==> config.mk <==
export PLATFORM = sky130hd
export DESIGN_NAME = ifetch_queue
export DESIGN_NICKNAME = d
export VERILOG_FILES = /design/src/rtl/ifetch_queue.sv
export SDC_FILE = /design/constraint.sdc
export NUM_CORES = 1
export LEC_CHECK = 0
export BUFFER_PORTS_ARGS = -buffer_cell sky130_fd_sc_hd__clkbuf_2
export CELL_PAD_IN_SITES_DETAIL_PLACEMENT = 2
export CELL_PAD_IN_SITES_GLOBAL_PLACEMENT = 2
export CORE_UTILIZATION = 45
export CTS_CLUSTER_SIZE = 12
export DETAILED_ROUTE_END_ITERATION = 6
export GPL_TIMING_DRIVEN = 1
export PLACE_DENSITY = 0.78
export REMOVE_ABC_BUFFERS = 1
export SLEW_MARGIN = 20
export SYNTH_ARGS = -nofsm -noshare
export SYNTH_HDL_FRONTEND = slang
export SYNTH_SLANG_ARGS = --single-unit
==> constraint.sdc <==
create_clock -name clk -period 6 [get_ports clk]
set_input_delay 1.5 -clock clk [delete_from_list [all_inputs] [get_ports clk]]
set_output_delay 1.5 -clock clk [all_outputs]
set_load 0.01 [all_outputs]
==> src/rtl/ifetch_queue.sv <==
// ----------------------------------------------------------------------------
// ifetch_queue
//
// Instruction-fetch stage feeding the IF/ID register. Owns the fetch PC,
// issues in-order word requests to instruction memory under a credit limit
// of DEPTH, and buffers returned instructions with their PCs in a FIFO so
// decode stalls are absorbed without re-fetching. A taken redirect flushes
// the FIFO and discards every response still in flight.
//
// Ports:
//   clk, rst         pipeline clock; synchronous active-high reset
//   redirect_valid   taken jump/branch this cycle
//   redirect_pc      new fetch target (bits [1:0] ignored)
//   imem_req_valid   fetch request valid
//   imem_req_addr    word-aligned fetch address
//   imem_req_ready   memory accepts the request this cycle
//   imem_rsp_valid   instruction returned, in request order
//   imem_rsp_data    returned instruction
//   out_valid        FIFO head valid
//   out_instr        head instruction
//   out_pc           head PC
//   out_ready        decode accepts the head
//   occupancy        number of valid FIFO entries
//
// Build option:
//   IFQ_BYPASS_EN    when defined, a live response arriving at an empty FIFO
//                    is presented at the head combinationally in the same
//                    cycle (and not written if consumed). When undefined the
//                    head is purely registered.
// ----------------------------------------------------------------------------
module ifetch_queue #(
  parameter int unsigned DEPTH    = 4,
  parameter logic [31:0] RESET_PC = 32'h0000_0000
) (
  input  logic                     clk,
  input  logic                     rst,
  input  logic                     redirect_valid,
  input  logic [31:0]              redirect_pc,
  output logic                     imem_req_valid,
  output logic [31:0]              imem_req_addr,
  input  logic                     imem_req_ready,
  input  logic                     imem_rsp_valid,
  input  logic [31:0]              imem_rsp_data,
  output logic                     out_valid,
  output logic [31:0]              out_instr,
  output logic [31:0]              out_pc,
  input  logic                     out_ready,
  output logic [$clog2(DEPTH):0]   occupancy
);

  localparam int unsigned AW = $clog2(DEPTH);
  localparam int unsigned CW = AW + 1;
  localparam logic [CW+1:0] DEPTH_W = (CW+2)'(DEPTH);

  typedef enum logic {RUN, FLUSHING} state_t;

  state_t          state, state_next;
  logic            rst_q;
  logic [31:0]     fetch_pc;
  logic [CW-1:0]   count, inflight, drop_cnt, drop_next, outstanding;
  logic [AW-1:0]   rd_ptr, wr_ptr, tag_rd_ptr, tag_wr_ptr;
  logic [31:0]     instr_mem [DEPTH];
  logic [31:0]     pc_mem    [DEPTH];
  logic [31:0]     tag_mem   [DEPTH];
  logic [31:0]     hold_instr, hold_pc;
  logic [CW+1:0]   credit_used;
  logic            req_fire, rsp_live, rsp_drop, head_valid, pop, push, bypass_hit;

  // Every request slot is reserved until its response is either buffered or
  // dropped, so the FIFO can never overflow.
  assign credit_used    = {2'b00, count} + {2'b00, inflight} + {2'b00, drop_cnt};
  assign imem_req_valid = !rst_q && (credit_used < DEPTH_W) && !redirect_valid;
  assign imem_req_addr  = fetch_pc;
  assign req_fire       = imem_req_valid && imem_req_ready;

  // Responses belonging to a flushed stream are consumed by drop_cnt first;
  // a response with nothing outstanding is ignored.
  assign rsp_drop    = imem_rsp_valid && !redirect_valid && (drop_cnt != '0);
  assign rsp_live    = imem_rsp_valid && !redirect_valid && (drop_cnt == '0) && (inflight != '0);
  assign outstanding = drop_cnt + inflight;

  assign head_valid = (count != '0);
  assign pop        = head_valid && out_ready;

`ifdef IFQ_BYPASS_EN
  assign bypass_hit = rsp_live && !head_valid;
`else
  assign bypass_hit = 1'b0;
`endif

  // A bypassed response that decode takes immediately never enters the FIFO.
  assign push      = rsp_live && !(bypass_hit && out_ready);
  assign occupancy = count;

  // NOTE: every signal driven in always_comb gets a default first so that no
  // path leaves it unassigned, which would otherwise infer a latch.
  always_comb begin
    out_valid = head_valid;
    out_instr = head_valid ? instr_mem[rd_ptr] : hold_instr;
    out_pc    = head_valid ? pc_mem[rd_ptr]    : hold_pc;
    if (bypass_hit) begin
      out_valid = 1'b1;
      out_instr = imem_rsp_data;
      out_pc    = tag_mem[tag_rd_ptr];
    end
  end

  // On redirect every outstanding response becomes one to drop, less the one
  // arriving (and discarded) in the redirect cycle itself.
  always_comb begin
    drop_next = drop_cnt;
    if (redirect_valid) begin
      drop_next = outstanding;
      if (imem_rsp_valid && (outstanding != '0)) drop_next = outstanding - CW'(1);
    end else if (rsp_drop) begin
      drop_next = drop_cnt - CW'(1);
    end
  end

  always_comb begin
    state_next = state;
    case (state)
      RUN:      if (redirect_valid && (drop_next != '0)) state_next = FLUSHING;
      FLUSHING: if (drop_next == '0) state_next = RUN;
      default:  state_next = RUN;
    endcase
  end

  // NOTE: sequential state uses non-blocking assignments so every register
  // samples the pre-edge values regardless of statement order.
  always_ff @(posedge clk) begin
    if (rst) state <= RUN;
    else     state <= state_next;
  end

  always_ff @(posedge clk) begin
    if (rst) begin
      rst_q      <= 1'b1;
      fetch_pc   <= RESET_PC;
      count      <= '0;
      inflight   <= '0;
      drop_cnt   <= '0;
      rd_ptr     <= '0;
      wr_ptr     <= '0;
      tag_rd_ptr <= '0;
      tag_wr_ptr <= '0;
      hold_instr <= '0;
      hold_pc    <= '0;
    end else begin
      rst_q    <= 1'b0;
      drop_cnt <= drop_next;
      // Remember what the head showed so an empty FIFO keeps presenting it.
      if (out_valid) begin
        hold_instr <= out_instr;
        hold_pc    <= out_pc;
      end
      if (redirect_valid) begin
        fetch_pc   <= redirect_pc & ~32'h3;
        count      <= '0;
        inflight   <= '0;
        rd_ptr     <= '0;
        wr_ptr     <= '0;
        tag_rd_ptr <= '0;
        tag_wr_ptr <= '0;
      end else begin
        if (req_fire) begin
          fetch_pc   <= fetch_pc + 32'd4;
          tag_wr_ptr <= tag_wr_ptr + AW'(1);
        end
        if (rsp_live) tag_rd_ptr <= tag_rd_ptr + AW'(1);
        if (push)     wr_ptr     <= wr_ptr + AW'(1);
        if (pop)      rd_ptr     <= rd_ptr + AW'(1);
        count    <= count + CW'(push) - CW'(pop);
        inflight <= inflight + CW'(req_fire) - CW'(rsp_live);
      end
    end
  end

  // NOTE: storage arrays carry no reset; validity is tracked by the pointers
  // and counters, so clearing the data would only cost reset fan-out.
  always_ff @(posedge clk) begin
    if (req_fire) tag_mem[tag_wr_ptr] <= fetch_pc;
    if (push) begin
      instr_mem[wr_ptr] <= imem_rsp_data;
      pc_mem[wr_ptr]    <= tag_mem[tag_rd_ptr];
    end
  end

  // Memory must never return a response that was not requested.
  rsp_has_owner: assert property (@(posedge clk) disable iff (rst)
    imem_rsp_valid |-> (outstanding != '0));

endmodule

# After elaboration in Yosys (flattened, before gate mapping)
# Memory sizes are Yosys's and may differ from the RTL's. A register that Yosys moved wholly into a read port is not among the register bits.
# Cells that the tools add are included.
[word_totals]
word_cells = 67
output_inout_bits = 101
ramBits = 384
register_bits = 114
inputBits = 70
n_memories = 3
[mem_list]
columns = ["memory", "depth", "width", "read_ports", "rd_clocked_by_memory_dff", "wr", "line", "text"]
rows = [
  ["instr_mem", 4, 32, 1, 1, 1, "62", "logic [31:0] instr_mem [DEPTH];"],
  ["pc_mem", 4, 32, 1, 1, 1, "63", "logic [31:0] pc_mem [DEPTH];"],
  ["tag_mem", 4, 32, 1, 1, 1, "64", "logic [31:0] tag_mem [DEPTH];"],
]
[op_classes]
reduce_logical = 19
order_cmp = 1
n_addsub = 14
muxes = 18
[ops]
columns = ["cell", "n"]
rows = [
  ["$mux 32", 4],
  ["$add 32x3->32 const B", 1],
  ["$mux 2", 6],
  ["$reduce_bool 3->1", 4],
  ["$logic_and 1x1->1", 9],
  ["$mux 3", 3],
  ["$add 2x1->2 const B", 4],
  ["$add 3x1->3", 2],
  ["$sub 3x1->3", 2],
  ["$sub 3x1->3 const B", 2],
  ["$add 4x3->5", 1],
  ["$lt 5x3->1 const B", 1],
  ["$mux 1", 5],
  ["$add 3x3->4", 1],
  ["$reduce_bool 2->1", 2],
  ["$add 3x3->3", 1],
  ["$logic_not 3->1", 1],
  ["$logic_not 1->1", 2],
  ["$reduce_or 2->1", 1],
]

# Depth between registers and ports, before layout
# Gate-level depths: netlist of the first run.
[logic_depth]
depth_word = 8
mapped_depth = 17

# Least setup slack after synthesis of the first run
# Ideal clock, no wire load.
[synth_timing]
kind = "input port to flip-flop"
startpoint = "input port redirect_valid"
endpoint = "memory instr_mem[0][0], enable pin"
required_time_ps = 5574
slack_ps = 1876
arrival_time_ps = 3697
cell_stages = 3
cell_sequence = "clkbuf_1 > nor3_2 > and2_1"
[synth_between]
elab_chain_len = 6
[synth_rtl]
columns = ["item", "line", "text"]
rows = [
  ["start: declaration", "37", "input logic redirect_valid,"],
  ["$logic_not 1->1", "79", "assign rsp_live = imem_rsp_valid && !redirect_valid && (drop_cnt == '0) && (inflight != '0);"],
  ["$logic_and 1x1->1 (3 in a row)", "79", ""],
  ["via push", "67", "logic req_fire, rsp_live, rsp_drop, head_valid, pop, push, bypass_hit;"],
  ["$mux 1", "183", "if (push) begin"],
  ["$mux 1 (not written as such)", "184", "instr_mem[wr_ptr] <= imem_rsp_data;"],
  ["end: declaration", "62", ""],
]
# The timed path passes the listed nets, and every way through them passes these cells.

# Final worst setup path of the first run
[layout_timing]
startpoint = "register count[2], in the netlist occupancy[2]"
endpoint = "output port imem_req_valid"
[layout_between]
elab_chain_len = 5
[layout_rtl]
columns = ["item", "line", "text"]
rows = [
  ["start: declaration", "60", "logic [CW-1:0] count, inflight, drop_cnt, drop_next, outstanding;"],
  ["start signal: assignment", "173", "count <= count + CW'(push) - CW'(pop);"],
  ["$add 3x3->4", "71", "assign credit_used = {2'b00, count} + {2'b00, inflight} + {2'b00, drop_cnt};"],
  ["$add 4x3->5", "71", ""],
  ["$lt 5x3->1", "72", "assign imem_req_valid = !rst_q && (credit_used < DEPTH_W) && !redirect_valid;"],
  ["$logic_and 1x1->1 (2 in a row)", "72", ""],
  ["end: declaration", "39", "output logic imem_req_valid,"],
]
# No other way between the ends.

==> reports/results.ini, run 1 <==
[setup_path]
arrival_ns = 3.16
path_cells = inv_1 > fa_1 > inv_1 > ha_1 > or4b_2 > o211ai_1 > nor2_1 > clkbuf_2
cpMaxStageDelayCell = or4b_2
crit_family = adder cells
start_kind = register
ff2ff_path_depth = 17
path_class = register to output pin
timing.rr.start = inflight[1]
rrSetupSlack_ns = 1.84
critPathMaxStageDelay_ns = 0.68
path_buf_inv = 3
crit_required_ns = 4.50
crit_top_cell = inv_1
worst-path-max-fanout = 6
cp-end-kind = output pin
timing.rr.end = inflight[2]

[routing]
met1Wirelength_mm = 21.32
wire_per_inst_microns = 26.83
vias_per_cell = 5.665
routed-wl-met3_mm = 2.758
ant_nets = 0
route.met2.wl_mm = 27.17
vias = 11092
maxUsedRoutingLayer = met4
firstDrtPassIters = 7
wirelength_mm = 52.54
drc = 11
first_iter_violations = 625

[floorplan]
die_x_microns = 206.7
dieHeight_microns = 206.7
ioPinCount = 171
initial_utilization = 0.4585
fp-row-count = 74
die_area_sq_mm = 0.04271
core_area_sq_mm = 0.04111

[cts]
post_cts_buffers = 0
clkSlewWorstSetupHoldPaths_ns = 0.07
ctsHoldBuffers = 0
htree_levels = 2
root_buffer = clkbuf_16
cts_buffers = 51
cts.sinks = 484
cts_tree = yes
clkLatencyLatePin_ns = 0.59
clock_path_buffers = 3
ctsResizeCount = 0

[sta]
fin_skew_ns = 0.01947
rsz0062_at_grt = no
hold_viol_final = 0
drv_slew = 0
min_period_over_period = 0.7762
finalSetupViolCount = 0
tightest_slew_ns = 1.113
slew_headroom = 0.2578
maxClockFrequency_ghz = 0.2147
fin_ws_ns = 1.343
period_needed_ns = 4.657

[synthesis]
synthMuxAreaShare = 0.1115
synth_simple_gate_area_frac = 0.1009
avgSynthCellArea_sq_um = 15.63
synth-edff-count = 368
synth_top_area_share = 0.5863
synth_top_area_cell = edfxtp_1
ys.flop_type = edfxtp_1
synth_area_sq_mm = 0.01885
yosys_warnings = 0
syn_inst = 1206
ys_types = 53
synth-seq-cells = 484
synth_area_leaders = edfxtp_1 (59%), dfxtp_1 (12%), mux4_2 (11%)
synth_top_family_by_area = multiplexers
synth_compound_area_frac = 0.03246
synth_seq_area_share = 0.7095
synthAdderAreaFrac = 0.01965
synthArstFlopShare = 0
synth_xor_area_frac = 0.006040

[grt]
grt_max_degree = 67
groute.usage.overall = 0.2537
grt_pass1_wl_mm = 78.64
antenna_found_initial = 0
overflow = 0
first_global_vias = 12362

[min_path]
whs_endpoint = hold_pc[1]
whs_path_depth = 1
hold_path_class = register to register
hp-start = hold_pc[1]

[cells_and_area]
area_growth_pct = 16.63
layout-drive-gt1-share = 0.2567
layout.nets = 1480
antenna_cells = 0
register_area_sq_mm = 0.01338
design_area_sq_mm = 0.02198
multi_input_area_sq_mm = 0.005137
n_fill_cell = 3715

[power_and_ir_drop]
vdd_drop_max_mv = 0.1920
powerDensity_mw_per_mm2 = 324.3
power.total_mw = 7.130
leakagePower_nw = 7.787

[placement]
place_area_sq_mm = 0.02026
place_congestion = 0.7703
pre_cts_slack_ns = 1.552
portBuffers = 166
dpl.hpwl_mm = 31.99

[status]
violations = design-rule violations
status = finished, violations left

[flow_run]
drv_cap = 0

layout by cell type, fill, tap and decap left out, types with 12 or more instances in the layout:
cell type  netlist  routed
dfxtp_1        116     112
nand2_1        220     220
a21oi_1         33      33
clkbuf_2         0     166
inv_1           34      33
nor2_1          30      30
nand4_1         12      12
buf_4            2      16
and2_1          72      68
clkbuf_16        0      53
o311ai_0        14      14
mux4_2          92      92
edfxtp_1       368     368
clkbuf_1        39      23
ha_1            20      20
area by class of cell:
class | count | area share
inverter | 35 | 0.005976
clock inverter | 12 | 0.007228
timing repair buffer | 184 | 0.04542
clock buffer | 83 | 0.06864
tap | 532 | 0.03028
sequential | 484 | 0.6088
multi-input combinational | 628 | 0.2337
metal layers:
| metal | track usage | vias to the layer above |
|---|---|---|
| met2 | 0.4467 | 311 |
| li1 | - | 4897 |
| met4 | 0.07458 | 0 |
| met5 | 0 | - |
| met1 | 0.3201 | 5812 |
| met3 | 0.04443 | 72 |
cell usage after synthesis, drive strengths merged, types with 2 or more instances:
cell type / count
edfxtp: 368
nand2: 220
dfxtp: 116
mux4: 92
and2: 72
clkbuf: 39
inv: 35
a21oi: 33
nor2: 30
buf: 21
ha: 20
o311ai: 14
nand4: 13
nor4: 11
or4: 11
xnor2: 11
a31oi: 10
and3: 10
nand3: 10
nor3: 9
fa: 6
o21ai: 6
nor2b: 5
a211oi: 4
or3: 4
a311o: 3
a311oi: 3
a32oi: 3
mux2i: 3
o21a: 3
nor4b: 2
o211ai: 2
o22ai: 2
xor2: 2
sequential cells by signal, summed over array words and instances, names as in the netlist, 3 cells and up, named ones only:
register	cells
occupancy	3
drop_cnt	3
tag_mem	120
hold_pc	32
inflight	3
pc_mem	120
hold_instr	32
imem_req_addr	30
instr_mem	128
worst max path at each step:
stage | end | from | depth (start not counted)
CTS | imem_req_valid | occupancy[2] | 8
detailed placement | occupancy[2] | redirect_valid | 12
floorplan | occupancy[2] | occupancy[1] | 11
global route | imem_req_valid | inflight[2] | 8
global placement | occupancy[2] | redirect_valid | 12
finish | imem_req_valid | occupancy[2] | 8
power by group:
part | leakage [nW] | internal, mW | switching, mW | total [mW]
clock | 0.816 | 1.88 | 1.29 | 3.18
combinational | 2.69 | 0.0981 | 0.177 | 0.275
sequential | 4.29 | 3.63 | 0.0473 | 3.68
cells by family after synthesis:
family          after synthesis
flops                       484
simple gates                401
mux                          95
buf+inv                      95
compound gates               91
fa+ha+maj                    26
xor+xnor                     13
other cells                   1
per-stage QoR:
stage | TNS (ns) | hold slack, ns | utilization | std cells
3_3_place_gp | 0 | 0.4577 | 0.4929 | 1861
3_5_place_dp | 0 | 0.4663 | 0.4929 | 1861
4_1_cts | 0 | 0.4803 | 0.5334 | 1956
6_report | 0 | 0.4780 | 0.5348 | 1958
2_1_floorplan | -65.45 | 0.4438 | - | 1147
5_1_grt | 0 | 0.4920 | 0.5348 | 1958
Note: power is estimated with default switching activity, not from simulation.
==> run 2: changes to the inputs <==
--- a/config.mk
+++ b/config.mk
@@ -8,11 +8,11 @@
 export BUFFER_PORTS_ARGS = -buffer_cell sky130_fd_sc_hd__clkbuf_2
 export CELL_PAD_IN_SITES_DETAIL_PLACEMENT = 2
 export CELL_PAD_IN_SITES_GLOBAL_PLACEMENT = 2
-export CORE_UTILIZATION = 45
+export CORE_UTILIZATION = 39
 export CTS_CLUSTER_SIZE = 12
 export DETAILED_ROUTE_END_ITERATION = 6
 export GPL_TIMING_DRIVEN = 1
-export PLACE_DENSITY = 0.78
+export PLACE_DENSITY = 0.71
 export REMOVE_ABC_BUFFERS = 1
 export SLEW_MARGIN = 20
 export SYNTH_ARGS = -nofsm -noshare
==> constraint.sdc (replaced) <==
create_clock -name clk -period 3.8 [get_ports clk]
set_input_delay 0.95 -clock clk [delete_from_list [all_inputs] [get_ports clk]]
set_output_delay 0.95 -clock clk [all_outputs]
set_load 0.01 [all_outputs]
==> reports/results.ini, run 2 (same netlist as run 1, synthesis figures left out) <==
[status]
status = complete, no violations

[setup_path]
crit_required_ns = 4.25  ; -0.25 ns
path_buf_inv = 4  ; +1
worst-path-max-fanout = 2  ; -4
crit_start = occupancy[1]
crit_family = adder cells
cp-end-kind = register
path_cells = inv_1 > fa_1 > nor2_2 > fa_2 > nor4b_4 > o21ai_1 > nor2_1 > inv_1 > ha_1 > inv_1 > ha_1 > inv_1 > fa_1 > xnor2_1 > xnor2_1 > nor2_1
timing.rr.start = occupancy[1]
ff2ff_path_depth = 16  ; -1
start_kind = register
cp.depth = 16  ; +8
cpMaxStageDelayCell = fa_1
path_class = register to register
arrival_ns = 4.17  ; +1.01 ns
critPathMaxStageDelay_ns = 0.51  ; -0.17 ns
rrSetupSlack_ns = 0.08  ; -1.76 ns
crit_top_cell = inv_1

[sta]
fin_ws_ns = 0.08057  ; -1.262 ns
tns_ns = 0  ; unchanged
slew_headroom = 0.3702  ; +0.1124
period_needed_ns = 3.719
min_period_over_period = 0.9788
tightest_slew_ns = 0.9447  ; -0.1686 ns
finalSetupViolCount = 0  ; unchanged
hold_viol_final = 0  ; unchanged
fin_skew_ns = 0.01378  ; -0.005690 ns
drv_slew = 0  ; unchanged
maxClockFrequency_ghz = 0.2689
fin_worst_hold_slack_ns = 0.4771  ; -0.0008410 ns

[cts]
clkSlewWorstSetupHoldPaths_ns = 0.06  ; about the same
htree_levels = 2  ; unchanged
clock_path_buffers = 3  ; unchanged
root_buffer = clkbuf_16
cts.sinks = 484  ; unchanged
cts_buffers = 52  ; +2.0%
cts_tree = yes
ctsHoldBuffers = 0  ; unchanged
clkLatencyLatePin_ns = 0.59  ; about the same

[grt]
grt_pass1_wl_mm = 78.36  ; -0.36%
antenna_found_initial = 0  ; unchanged
first_global_vias = 12553  ; +1.5%
groute.usage.overall = 0.2131  ; -0.04056
grt_max_degree = 67  ; unchanged
overflow = 0  ; unchanged

[cells_and_area]
area_growth_pct = 18.94
antenna_cells = 0  ; unchanged
layout-drive-gt1-share = 0.2813  ; +0.02465
reg_top3 = instr_mem (128), pc_mem (120), tag_mem (120)
largest_register = instr_mem
instances_no_fill = 2076  ; +6.0%
layout.nets = 1515  ; +2.4%
final_cell_mix = edfxtp_1 (368), nand2_1 (220), clkbuf_2 (165), dfxtp_1 (107), mux4_2 (92)
largest_register_ffs = 128  ; unchanged
final_common_cell = edfxtp_1

[routing]
firstDrtPassIters = 6  ; -1
drc = 0  ; -11
wire_per_inst_microns = 24.79  ; -7.6%
vias = 11254  ; +1.5%
ant_nets = 0  ; unchanged
vias_per_cell = 5.421  ; -4.3%
wirelength_mm = 51.46  ; -2.1%
first_iter_violations = 678  ; +8.5%

[power_and_ir_drop]
leakagePower_nw = 7.956  ; +2.2%
powerDensity_mw_per_mm2 = 495.0  ; +53%
vdd_drop_max_mv = 0.2985  ; +55%

[placement]
dpl.hpwl_mm = 32.99  ; +3.1%
portBuffers = 166  ; unchanged
pre_cts_slack_ns = -0.03974  ; -1.592 ns
placedCellCount = 1975  ; +6.1%
place_congestion = 0.7495  ; -2.7%

[floorplan]
fp-row-count = 80  ; +8.1%
initial_utilization = 0.3948  ; -0.06373
die_area_sq_mm = 0.04922  ; +15%
core_area_sq_mm = 0.04775  ; +16%
dieHeight_microns = 221.8  ; +7.3%
ioPinCount = 171  ; unchanged
die_x_microns = 221.8  ; +7.3%

[min_path]
hp-start = hold_pc[0]
hold_path_class = register to register
whs_path_depth = 1  ; unchanged

[flow_run]
drv_cap = 0  ; unchanged

run 2: power by group:
group	switching (mW)	internal, mW	total (mW)
Combinational	0.290	0.173	0.464
Sequential	0.0715	5.74	5.81
Clock	2.03	2.80	4.83
run 2: repair_timing:
| action | 4_1_cts | 5_1_grt |
|---|---|---|
| buffers inserted | 1 | 5 |
| pin swaps | 3 | 5 |
| endpoints found under the setup margin | 2 | 2 |
| gates resized for setup | 3 | 18 |
run 2: cell type report:
| cell class | count | area [sq um] |
|---|---|---|
| multi-input cells | 628 | 5182 |
| inverters | 35 | 131.4 |
| fillers | 4504 | 25330 |
| clock buffers | 86 | 1530 |
| clock inverters | 10 | 82.58 |
| well taps | 615 | 769.5 |
| repair buffers | 218 | 1334 |
| flip-flops and latches | 484 | 13390 |
run 2: path summary, 6_finish.rpt:
path / endpoint
setup / recovery: inflight[2]
hold / removal: hold_pc[0]
setup reg to reg: inflight[2]
hold reg to reg: hold_pc[0]
run 2: layer usage:
metal / vias to the layer above / track usage / share of wire
met4: 0 / 0.07437 / 0.027
li1: 4975 / - / -
met1: 5925 / 0.2703 / 0.42
met2: 270 / 0.3708 / 0.51
met3: 84 / 0.03366 / 0.038
met5: - / 0 / 0
run 2: through the flow:
step	cell area (sq um)	power (mW)	util
after floorplan	18610	6.107	-
after global placement	20710	6.333	0.4337
after detailed placement	20710	6.367	0.4337
after CTS	22340	11.21	0.4679
after global routing	22420	11.44	0.4695
final	22420	11.10	0.4695
==> run 3: changes to the inputs <==
--- a/config.mk
+++ b/config.mk
@@ -8,6 +8,7 @@
 export BUFFER_PORTS_ARGS = -buffer_cell sky130_fd_sc_hd__clkbuf_2
 export CELL_PAD_IN_SITES_DETAIL_PLACEMENT = 2
 export CELL_PAD_IN_SITES_GLOBAL_PLACEMENT = 2
+export CORE_MARGIN = 3
 export CORE_UTILIZATION = 39
 export CTS_CLUSTER_SIZE = 12
 export DETAILED_ROUTE_END_ITERATION = 6
==> constraint.sdc (replaced) <==
create_clock -name clk -period 3.1 [get_ports clk]
set_input_delay 0.775 -clock clk [delete_from_list [all_inputs] [get_ports clk]]
set_output_delay 0.775 -clock clk [all_outputs]
set_load 0.01 [all_outputs]
==> reports/results.ini, run 3 (same netlist as run 1, synthesis figures left out) <==
[power_and_ir_drop]
leakagePower_nw = 8.384  ; +5.4%
vdd_drop_max_mv = 0.3794  ; +27%
powerDensity_mw_per_mm2 = 598.2  ; +21%

[cells_and_area]
antenna_cells = 0  ; unchanged
largest_register_ffs = 128  ; unchanged
final_common_cell = edfxtp_1
layout-drive-gt1-share = 0.3276  ; +0.04628
area_growth_pct = 23.84
final_cell_mix = edfxtp_1 (368), nand2_1 (220), clkbuf_2 (165), dfxtp_1 (107), mux4_2 (92)
reg_top3 = instr_mem (128), pc_mem (120), tag_mem (120)
largest_register = instr_mem
n_fill_cell = 4425  ; -1.8%
layout.nets = 1565  ; +3.3%
multi_input_area_sq_mm = 0.005330  ; +2.8%
register_area_sq_mm = 0.01339  ; unchanged

[grt]
grt_pass1_wl_mm = 79.88  ; +1.9%
groute.usage.overall = 0.2091  ; -0.004039
antenna_found_initial = 0  ; unchanged
first_global_vias = 12614  ; +0.49%
overflow = 0  ; unchanged
grt_max_degree = 64  ; -4.5%

[floorplan]
initial_utilization = 0.3998  ; +0.004997
ioPinCount = 171  ; unchanged
dieHeight_microns = 225.8  ; +1.8%
core_area_sq_mm = 0.04715  ; -1.2%
die_area_sq_mm = 0.05101  ; +3.6%
fp-row-count = 79  ; -1.3%
die_x_microns = 225.8  ; +1.8%

[routing]
first_iter_violations = 651  ; -4.0%
drc = 0  ; unchanged
vias = 11384  ; +1.2%
wirelength_mm = 53.91  ; +4.8%
wire_per_inst_microns = 25.46  ; +2.7%
firstDrtPassIters = 4  ; -2
ant_nets = 0  ; unchanged
vias_per_cell = 5.375  ; -0.85%

[sta]
finalSetupViolCount = 7  ; +7
drv_slew = 0  ; unchanged
hold_viol_final = 0  ; unchanged
maxClockFrequency_ghz = 0.2755
tightest_slew_ns = 0.5986  ; -0.3461 ns
fin_skew_ns = 0.02032  ; +0.006541 ns
fin_worst_hold_slack_ns = 0.4066  ; -0.07058 ns
rsz0062_at_grt = yes
period_needed_ns = 3.629
fin_ws_ns = -0.5292  ; -0.6098 ns
slew_headroom = 0.6000  ; +0.2298
min_period_over_period = 1.171

[setup_path]
path_class = register to output pin
crit_required_ns = 2.32  ; -1.93 ns
worst-path-max-fanout = 2  ; unchanged
start_kind = register
arrival_ns = 2.85  ; -1.32 ns
cp-end-kind = output pin
ff2ff_path_depth = 16  ; unchanged

[cts]
root_buffer = clkbuf_16
htree_levels = 2  ; unchanged
cts.sinks = 484  ; unchanged
cts_buffers = 52  ; unchanged
cts_tree = yes
clkLatencyLatePin_ns = 0.59  ; about the same
ctsHoldBuffers = 0  ; unchanged
clock_path_buffers = 3  ; unchanged
clkSlewWorstSetupHoldPaths_ns = 0.06  ; about the same

[placement]
dpl.hpwl_mm = 32.93  ; -0.18%
portBuffers = 166  ; unchanged
place_congestion = 0.7621  ; +1.7%
pre_cts_slack_ns = -0.6854  ; -0.6457 ns

[min_path]
whs_path_depth = 1  ; unchanged
hold_path_class = input port to register

[status]
status = finished, violations left
violations = negative setup slack

[flow_run]
drv_cap = 0  ; unchanged

-- run 3: final timing paths --
check	from	to	slack [ns]
worst max-delay path	occupancy[2]	imem_req_valid	-0.53
worst max register to register	occupancy[1]	inflight[2]	-0.43
worst min-delay path	imem_rsp_data[1]	instr_mem[2][1]	0.41
worst min register to register	hold_pc[1]	hold_pc[1]	0.48
-- run 3: timing repair --
action,in CTS,in global routing
gates cloned,0,8
setup buffers,13,10
resized for setup,29,45
endpoints found under the setup margin,159,134
pin swaps,13,31
-- run 3: final cells by class --
cell class                      count  share of cell area
Clock buffer                       78             0.06341
Clock inverter                     18            0.008683
Inverter                           35            0.005628
Multi-Input combinational cell    628              0.2283
Sequential cell                   484              0.5736
Tap cell                          607             0.03253
Timing Repair Buffer              268             0.08785
-- run 3: report_power, final --
group / switching [mW] / internal, mW / leakage [nW]
Sequential: 0.0662 / 7.03 / 4.29
Combinational: 0.411 / 0.279 / 3.26
Clock: 2.55 / 3.63 / 0.831
Total: 3.02 / 10.9 / 8.38
-- run 3: metal layers --
layer  vias up  share of wire  track usage  routed length [microns]
met2       254           0.52       0.3670                    27770
met5         -              0            0                        0
met1      5956           0.41       0.2657                    22190
met3        97          0.043      0.03861                     2344
li1       5077              -            -                        -
met4         0          0.030      0.06007                     1604
-- run 3: per-stage QoR --
stage               TNS, ns  area [sq um]  utilization  std cells  total power [mW]
finish               -1.400         23340       0.4951       2118             13.96
global route         -3.747         23340       0.4951       2118             14.49
CTS                  -1.332         22930       0.4863       2104             14.09
detailed placement   -13.18         21030       0.4461       1995             7.842
global placement     -1.272         21030       0.4461       1995             7.800
floorplan           -464.76         18610            -       1147             7.485
-- run 3: critical path, cell delays in order, from the launching register on --
cell and delay [ns]:
dfxtp_2 0.35, inv_2 0.06, fa_1 0.53, inv_2 0.06
buf_6 0.11, ha_4 0.26, or4b_4 0.46, o211ai_1 0.14
nor2_1 0.12, buf_2 0.18
